<file path="config.mk">
export PLATFORM = sky130hd
export DESIGN_NAME = sprite_blitter
export DESIGN_NICKNAME = d
export VERILOG_FILES = /design/src/rtl/sprite_blitter.sv
export SDC_FILE = /design/constraint.sdc
export NUM_CORES = 1
export LEC_CHECK = 0
export CORE_ASPECT_RATIO = 0.5
export CORE_MARGIN = 1.5
export CORE_UTILIZATION = 50
export CTS_CLUSTER_SIZE = 12
export DETAILED_ROUTE_END_ITERATION = 6
export PLACE_DENSITY = 0.79
export RECOVER_POWER = 100
export SETUP_SLACK_MARGIN = 0.2
export SYNTH_ARGS = -nofsm -noshare
export SYNTH_HDL_FRONTEND = slang
export SYNTH_SLANG_ARGS = --single-unit
</file>
<file path="constraint.sdc">
create_clock -name iClock -period 2.6 [get_ports iClock]
set_clock_uncertainty 0.15 [all_clocks]
set_input_delay 0.52 -clock iClock [delete_from_list [all_inputs] [get_ports iClock]]
set_output_delay 0.52 -clock iClock [all_outputs]
set_load 0.02 [all_outputs]
</file>
<file path="src/rtl/sprite_blitter.sv">
`default_nettype none
// ============================================================================
// Module   : sprite_blitter
// Brief    : Draws one 8-direction sprite from straight/diagonal ROM images
//            into the VGA pixel port with transparency, clipping and erase.
// Revision : 1.0 - initial release
// ============================================================================
module sprite_blitter #(
    parameter int    X_SCREEN_PIXELS = 160,
    parameter int    Y_SCREEN_PIXELS = 120,
    parameter int    ST_W            = 8,
    parameter int    ST_H            = 14,
    parameter int    DG_N            = 15,
    parameter int    COLOUR_W        = 10,
    parameter string ST_INIT         = "car_straight.mem",
    parameter string DG_INIT         = "car_diag.mem"
) (
    input  logic                iClock,
    input  logic                iReset,
    input  logic                iStart,
    input  logic [7:0]          iX,
    input  logic [6:0]          iY,
    input  logic [2:0]          iDir,
    input  logic                iErase,
    input  logic [COLOUR_W-1:0] iBgColour,
    output logic [7:0]          oX,
    output logic [6:0]          oY,
    output logic [COLOUR_W-1:0] oColour,
    output logic                oPlot,
    output logic                oBusy,
    output logic                oDone
);
    localparam int ST_DEPTH = ST_W * ST_H;
    localparam int DG_DEPTH = DG_N * DG_N;
    localparam int ST_AW    = $clog2(ST_DEPTH);
    localparam int DG_AW    = $clog2(DG_DEPTH);
    localparam int DIM_MAX  = (ST_H > ST_W) ? ((DG_N > ST_H) ? DG_N : ST_H)
                                            : ((DG_N > ST_W) ? DG_N : ST_W);
    localparam int CNT_W    = $clog2(DIM_MAX + 1);
    localparam logic [8:0] XLIM = 9'(X_SCREEN_PIXELS);
    localparam logic [7:0] YLIM = 8'(Y_SCREEN_PIXELS);

    typedef enum logic [1:0] {
        S_IDLE  = 2'd0,
        S_SCAN  = 2'd1,
        S_FLUSH = 2'd2,
        S_DONE  = 2'd3
    } state_t;

    logic [COLOUR_W-1:0] st_rom [0:ST_DEPTH-1];
    logic [COLOUR_W-1:0] dg_rom [0:DG_DEPTH-1];

    state_t              state_q, state_d;
    logic [7:0]          x0_q, x0_d;
    logic [6:0]          y0_q, y0_d;
    logic [2:0]          dir_q, dir_d;
    logic                erase_q, erase_d;
    logic [COLOUR_W-1:0] bg_q, bg_d;
    logic [CNT_W-1:0]    col_q, col_d, row_q, row_d;
    logic                flush_q, flush_d;

    logic [CNT_W-1:0]    w_last_col, w_last_row;
    logic [ST_AW-1:0]    w_st_addr;
    logic [DG_AW-1:0]    w_dg_addr;
    int                  w_c, w_r, w_sa, w_da;

    logic [COLOUR_W-1:0] st_data_q, dg_data_q;
    logic                p1_valid_q;
    logic [8:0]          p1_x_q;
    logic [7:0]          p1_y_q;
    logic [COLOUR_W-1:0] w_pix;
    logic                w_plot;

    logic [7:0]          x_q;
    logic [6:0]          y_q;
    logic [COLOUR_W-1:0] colour_q;
    logic                plot_q, busy_q, done_q;

    always_comb begin
        case (dir_q)
            3'd0, 3'd4: begin
                w_last_col = CNT_W'(ST_W - 1);
                w_last_row = CNT_W'(ST_H - 1);
            end
            3'd2, 3'd6: begin
                w_last_col = CNT_W'(ST_H - 1);
                w_last_row = CNT_W'(ST_W - 1);
            end
            default: begin
                w_last_col = CNT_W'(DG_N - 1);
                w_last_row = CNT_W'(DG_N - 1);
            end
        endcase
    end

    // E/W are the straight image rotated by 90 degrees; the other diagonals
    // are mirrors of the NE image.
    always_comb begin
        w_c = int'(col_q);
        w_r = int'(row_q);
        case (dir_q)
            3'd0:    w_sa = w_r * ST_W + w_c;
            3'd4:    w_sa = (ST_H - 1 - w_r) * ST_W + (ST_W - 1 - w_c);
            3'd2:    w_sa = (ST_H - 1 - w_c) * ST_W + w_r;
            3'd6:    w_sa = w_c * ST_W + (ST_W - 1 - w_r);
            default: w_sa = 0;
        endcase
        case (dir_q)
            3'd1:    w_da = w_r * DG_N + w_c;
            3'd3:    w_da = (DG_N - 1 - w_r) * DG_N + w_c;
            3'd7:    w_da = w_r * DG_N + (DG_N - 1 - w_c);
            3'd5:    w_da = (DG_N - 1 - w_r) * DG_N + (DG_N - 1 - w_c);
            default: w_da = 0;
        endcase
        w_st_addr = ST_AW'(w_sa);
        w_dg_addr = DG_AW'(w_da);
    end

    always_comb begin
        state_d = state_q;
        x0_d    = x0_q;
        y0_d    = y0_q;
        dir_d   = dir_q;
        erase_d = erase_q;
        bg_d    = bg_q;
        col_d   = col_q;
        row_d   = row_q;
        flush_d = flush_q;
        case (state_q)
            S_IDLE: begin
                if (iStart) begin
                    x0_d    = iX;
                    y0_d    = iY;
                    dir_d   = iDir;
                    erase_d = iErase;
                    bg_d    = iBgColour;
                    col_d   = '0;
                    row_d   = '0;
                    state_d = S_SCAN;
                end
            end
            S_SCAN: begin
                if (col_q == w_last_col) begin
                    col_d = '0;
                    if (row_q == w_last_row) begin
                        flush_d = 1'b0;
                        state_d = S_FLUSH;
                    end else begin
                        row_d = row_q + 1'b1;
                    end
                end else begin
                    col_d = col_q + 1'b1;
                end
            end
            S_FLUSH: begin
                flush_d = 1'b1;
                if (flush_q) begin
                    state_d = S_DONE;
                end
            end
            default: state_d = S_IDLE;
        endcase
    end

    always_ff @(posedge iClock) begin
        if (iReset) begin
            state_q <= S_IDLE;
            x0_q    <= '0;
            y0_q    <= '0;
            dir_q   <= '0;
            erase_q <= 1'b0;
            bg_q    <= '0;
            col_q   <= '0;
            row_q   <= '0;
            flush_q <= 1'b0;
        end else begin
            state_q <= state_d;
            x0_q    <= x0_d;
            y0_q    <= y0_d;
            dir_q   <= dir_d;
            erase_q <= erase_d;
            bg_q    <= bg_d;
            col_q   <= col_d;
            row_q   <= row_d;
            flush_q <= flush_d;
        end
    end

    always_ff @(posedge iClock) begin
        st_data_q <= st_rom[w_st_addr];
        dg_data_q <= dg_rom[w_dg_addr];
    end

    // Coordinates travel alongside the ROM read so they line up with its data.
    always_ff @(posedge iClock) begin
        if (iReset) begin
            p1_valid_q <= 1'b0;
            p1_x_q     <= '0;
            p1_y_q     <= '0;
        end else begin
            p1_valid_q <= (state_q == S_SCAN);
            p1_x_q     <= {1'b0, x0_q} + 9'(col_q);
            p1_y_q     <= {1'b0, y0_q} + 8'(row_q);
        end
    end

    assign w_pix  = dir_q[0] ? dg_data_q : st_data_q;
    assign w_plot = p1_valid_q && (w_pix != '0) && (p1_x_q < XLIM) && (p1_y_q < YLIM);

    always_ff @(posedge iClock) begin
        if (iReset) begin
            x_q      <= '0;
            y_q      <= '0;
            colour_q <= '0;
            plot_q   <= 1'b0;
            busy_q   <= 1'b0;
            done_q   <= 1'b0;
        end else begin
            busy_q <= (state_d == S_SCAN) || (state_d == S_FLUSH);
            done_q <= (state_d == S_DONE);
            plot_q <= w_plot;
            if (p1_valid_q) begin
                x_q <= p1_x_q[7:0];
                y_q <= p1_y_q[6:0];
            end
            if (w_plot) begin
                colour_q <= erase_q ? bg_q : w_pix;
            end
        end
    end

    assign oX      = x_q;
    assign oY      = y_q;
    assign oColour = colour_q;
    assign oPlot   = plot_q;
    assign oBusy   = busy_q;
    assign oDone   = done_q;
endmodule
`default_nettype wire

</file>
# Word-level counts from Yosys, hierarchy flattened
# Cells that the tools add are included.
[word_totals]
register_bits = 106
[classes]
n_mux = 18
add_sub_neg = 4
n_lt_le_gt_ge = 2
n_reduce_logical = 15
eq_ne = 14
[ops]
columns = ["operator", "count"]
rows = [
  ["$pmux W4 S2", 4],
  ["$mux W10", 2],
  ["$mux W4", 4],
  ["$reduce_bool A10 Y1", 1],
  ["$add A8 B4 Y9", 1],
  ["$lt A9 B8 Y1 const B", 1],
  ["$add A4 B1 Y4 const B", 2],
  ["$add A7 B4 Y8", 1],
  ["$eq A4 B4 Y1", 2],
  ["$lt A8 B7 Y1 const B", 1],
  ["$mux W2", 4],
  ["$ne A2 B2 Y1 const B", 4],
  ["$eq A2 B2 Y1 const B", 3],
  ["$eq A3 B3 Y1 const B", 2],
  ["$pmux W2 S3", 1],
  ["$eq A2 B1 Y1 const B", 2],
  ["$reduce_and A2 Y1", 2],
  ["$reduce_and A4 Y1", 1],
  ["$reduce_bool A2 Y1", 2],
  ["$reduce_or A2 Y1", 2],
  ["$eq A3 B2 Y1 const B", 1],
  ["$logic_and A1 B1 Y1", 3],
  ["$logic_not A3 Y1", 1],
  ["$reduce_and A3 Y1", 1],
  ["4 further kinds", 5],
]

# Longest topological paths before layout
[depth]
ltp_word = 9
depth_mapped = 8
depth_no_buf = 8

# Least setup slack after synthesis
# OpenSTA, ideal clock, no wires.
[synth_path]
kind = "reg-to-reg"
from = "reg row_q[1]"
to = "reg busy_q (netlist: oBusy)"
path_buffers = 0
t_arrival_ns = 1.834
t_required_ns = 2.323
path_slack_ns = 0.489
period_less_slack_ns = 2.111
stages_incl_launch_ff = 8
cell_sequence = "dfxtp_1 -> and3b_1 -> a21oi_1 -> o31ai_2 -> a21oi_1 -> or2_1 -> ha_1 -> nor2b_1"
[synth_via]
elab_chain_cells = 6
elab_cells_between_ends = 7
cone_classes = "eq/ne (3); mux (3); reduce/logical (1)"
[synth_lines]
columns = ["element", "line", "source"]
rows = [
  ["from (decl)", "59", "logic [CNT_W-1:0] col_q, col_d, row_q, row_d;"],
  ["from (signal assigned)", "184", "row_q <= row_d;"],
  ["$eq A4 B4 Y1 (*)", "145", "if (row_q == w_last_row) begin"],
  ["$mux W2 (*)", "145", ""],
  ["$mux W2 (*)", "143", "if (col_q == w_last_col) begin"],
  ["$pmux W2 S3 (*)", "129", "case (state_q)"],
  ["named net state_d[0]", "53", "state_t state_q, state_d;"],
  ["$eq A2 B1 Y1 / $eq A2 B2 Y1 (equally long branches)", "219", "busy_q <= (state_d == S_SCAN) || (state_d == S_FLUSH);"],
  ["$logic_or A1 B1 Y1 (*)", "219", ""],
  ["to (signal assigned)", "219", ""],
  ["to (decl)", "77", "logic plot_q, busy_q, done_q;"],
]
# The timed path passes the listed nets; every way through them passes the cells marked *.
# A chain may end at the register's enable or synchronous reset.

# Worst setup path after layout
[layout_path]
from = "in iStart"
to = "reg row_q[3]"
[layout_via]
elab_chain_cells = 2
[layout_lines]
columns = ["element", "line", "source"]
rows = [
  ["from (decl)", "20", "input logic iStart,"],
  ["$ne A2 B2 Y1 (no line)", "n/a", ""],
  ["$reduce_and A4 Y1 (no line)", "n/a", ""],
]
# Every way passes these cells.

==> summary.txt <==
Global routing
  – Grt ovf: 0
  – Initial antenna violation count: 0
  – Global-route usage over all layers: 20.3%
  – First-pass GRT wire length: 8850 um
  – Largest net degree at the start of global routing: 31
  – Vias in the first global route: 2,011

Synth
  – Yosys reg bits: ~60
  – Top FF cell, synth: dfxtp_1
  – Async set-or-reset flop fraction in the synthesized netlist: 0%
  – Netlist cell types: 40
  – Post-Synthesis Cell Area: between 2000 and 3000 um^2
  – Syn Inst Count: 307
  – Synth warn: 0
  – EDFF count, synth: 0
  – Sequential area share after synthesis: 45.4%
  – Post-Syn Area per Cell: 8.77 um^2

Flow run
  – Max_cap viols: 0

Floorplan
  – # IOs: 60
  – Initial Utilization: 53.3%
  – Die area: ~5900 um^2
  – Die outline width: 107 um
  – Std cell rows: 18
  – Core area: 5040 um^2
  – Die height: 54.9 um

Clock tree
  – Post-cts gate resize count: 0
  – Clk sink count: 61
  – Clock Path Buffers: 2
  – Hold Buf Count CTS: 0
  – Register clock-pin slew on the reported worst setup and hold paths: ~0.070 ns
  – Setup Fix Bufs, Post-CTS: 0
  – H-tree depth: 3
  – Clk_lat worst skew: between 0.3 and 0.4 ns
  – CTS Buf Count: 9
  – Root Driver: clkbuf_8
  – CTS tree: done

Routing
  – Vias: 2,137
  – Iteration-0 DRC count of the detailed router: 70
  – Final routed DRC violation total: 0
  – Via density per instance: 5.11
  – Drt pass-1 iters: 4
  – DRT antenna net count: 0
  – DRT Wirelength: approximately 5400 um
  – Routed length per instance: between 10 and 15 um

Placed design
  – GP Congestion: 0.842
  – Placed Area: 3070 um^2
  – Placement Setup Slack: 0.145 ns
  – Port bufs: 36
  – HPWL Detailed: 3770 um

Final layout
  – # diodes: 0
  – Fin nets: 388
  – Fillers: 438
  – Area delta synth->final: 21.5%
  – Share of layout cells above drive strength 1: approximately 6%
  – Final Cell Area: 3270 um^2
  – Storage element area: roughly 1200 um^2
  – Area of the multi-input gates: 1320 um^2

STA
  – Setup TNS: 0 ns
  – RSZ-0062 raised after global routing: no
  – F_max: 454 MHz
  – Final Setup Violations: 0
  – Max Slew Vio Count: 0
  – Final Critical Period: 2.20 ns
  – Max_slew headroom: between 10% and 20%
  – Final hold viol count: 0
  – Period utilization: 84.6%
  – Worst Tran Pin Value: 1.24 ns
  – Final setup margin: between 0.3 and 0.4 ns

Worst setup path
  – Arrival time worst endpoint: about 2.3 ns
  – Req. time, crit path: 2.71 ns
  – Slowest CP cell: dlygate4sd3_1
  – CP Capture Type: flop
  – Largest stage delay on the critical path: 0.58 ns
  – Crit path kind: input pin to flop
  – Setup crit start kind: input pin
  – Cells on worst reg2reg path: 8
  – CP Max Fanout: 4
  – Worst-path cell chain: dlygate4sd3_1, nor2_1, or2_0, or3_1, or4_1, a31oi_1

Run status
  – Status: finished clean

Power
  – Clock power share: 43.8%
  – Share of power burned in combinational logic: 8.1%
  – Int Power: 1580 uW
  – Net Sw Power: 492 uW
  – Switching share of power: 23.7%
  – Peak VDD IR: 0.403 mV
  – Sequential share of power: 48.1%
  – Pleak: 0.00133 uW
  – Pwr dens: 634 nW/um^2

Worst hold path
  – Worst Hold Depth: 2
  – Hold Crit Class: flop to flop
## cell usage after synthesis, types with 2 or more instances
cell type	instances	share of area (%)
a21o_1	3	0.84
buf_4	11	3.1
or4_1	2	0.56
inv_1	10	1.4
and3b_1	2	0.65
or2_1	2	0.46
o21ai_0	5	0.93
a21oi_1	31	5.8
clkbuf_1	14	2.0
or3_1	6	1.4
xnor2_1	7	2.3
nor3_1	3	0.56
a31o_2	2	0.65
dfxtp_1	61	45
fa_1	2	1.5
nand2_1	46	6.4
nand4_1	2	0.46
nor2b_1	12	2.8
nand2b_1	2	0.46
ha_1	11	5.1
o211ai_1	4	1.1
nor2_1	32	4.5
nand3_1	3	0.56
mux2i_1	16	6.0
a31oi_1	3	0.70
## through the flow
| stage | instances | power [uW] | utilization [%] | hold WS [ns] |
|---|---|---|---|---|
| final | 418 | 2070 | 64.8 | 0.311 |
| after global routing | 418 | 2160 | 64.8 | 0.339 |
| after CTS | 418 | 2090 | 65.1 | 0.313 |
| after detailed placement | 402 | 1190 | 60.8 | 0.304 |
| after global placement | 402 | 1180 | 60.8 | 0.297 |
| after floorplan | 317 | 1130 | - | 0.290 |
## worst max-delay path, delay by kind of cell
| kind | cells | cell delay [ns] |
|---|---|---|
| simple gates | 4 | 1.01 |
| compound gates | 1 | 0.18 |
| buf+inv | 1 | 0.58 |
## per-layer routing
metal / wire length (um) / share of wire, % / GRT usage, %
met1: 2520 / 47 / 23.1
met2: 2550 / 47 / 36.6
met4: 99 / 1.8 / 11.1
met3: 244 / 4.5 / 5.00
met5: 0 / 0 / 0
## path summary, 6_finish.rpt
kind             from         to  slack (ns)
max            iStart   row_q[3]        0.40
min           x0_q[0]    x0_q[0]        0.31
min reg2reg   x0_q[0]    x0_q[0]        0.31
max reg2reg  row_q[0]  p1_y_q[6]        0.42
## power groups by stage
stage          clock network [uW]  logic, uW  registers (uW)
3_3_place_gp                    0        164            1020
5_1_grt                       970        186            1000
3_5_place_dp                    0        169            1020
6_report                      908        167             997
2_1_floorplan                   0        123            1010
4_1_cts                       922        172             997
## area by class of cell
type                       count  share of cell area (%)
tap                           70                    2.68
multi-input combinational    219                    40.4
clock inverter                 6                    2.68
clock buffer                  10                    3.90
timing repair buffer          42                    11.9
inverter                      10                    1.15
sequential                    61                    37.4
## placed cells by master, fill, tap and decap left out, drive strengths merged, types with 4 or more instances in the layout
master and count:
or3 6, mux2i 16, dfxtp 61, xnor2 7
a21oi 31, nand2 46, o21ai 5, inv 10
nor2b 12, dlygate4sd3 18, conb 11, o211ai 4
clkdlybuf4s50 17, ha 11, clkinv 4, clkbuf 14
nor2 32
## kinds of logic after synthesis
logic type | after synthesis | synth area share [%]
compound gates | 56 | 12.7
xor+xnor | 7 | 2.28
fa+ha+maj | 13 | 6.60
buf+inv | 37 | 6.97
flops | 61 | 45.4
mux | 16 | 5.95
other cells | 1 | 0.139
simple gates | 116 | 19.9
## flip-flops by register name (all words and copies together) (netlist names), 2 cells and up
register  count
p1_x_q        8
col_q         4
p1_y_q        7
x0_q          8
y0_q          7
dir_q         2
state_q       2
row_q         4
oY            7
oX            8
Power figures use the tool's default switching activity.
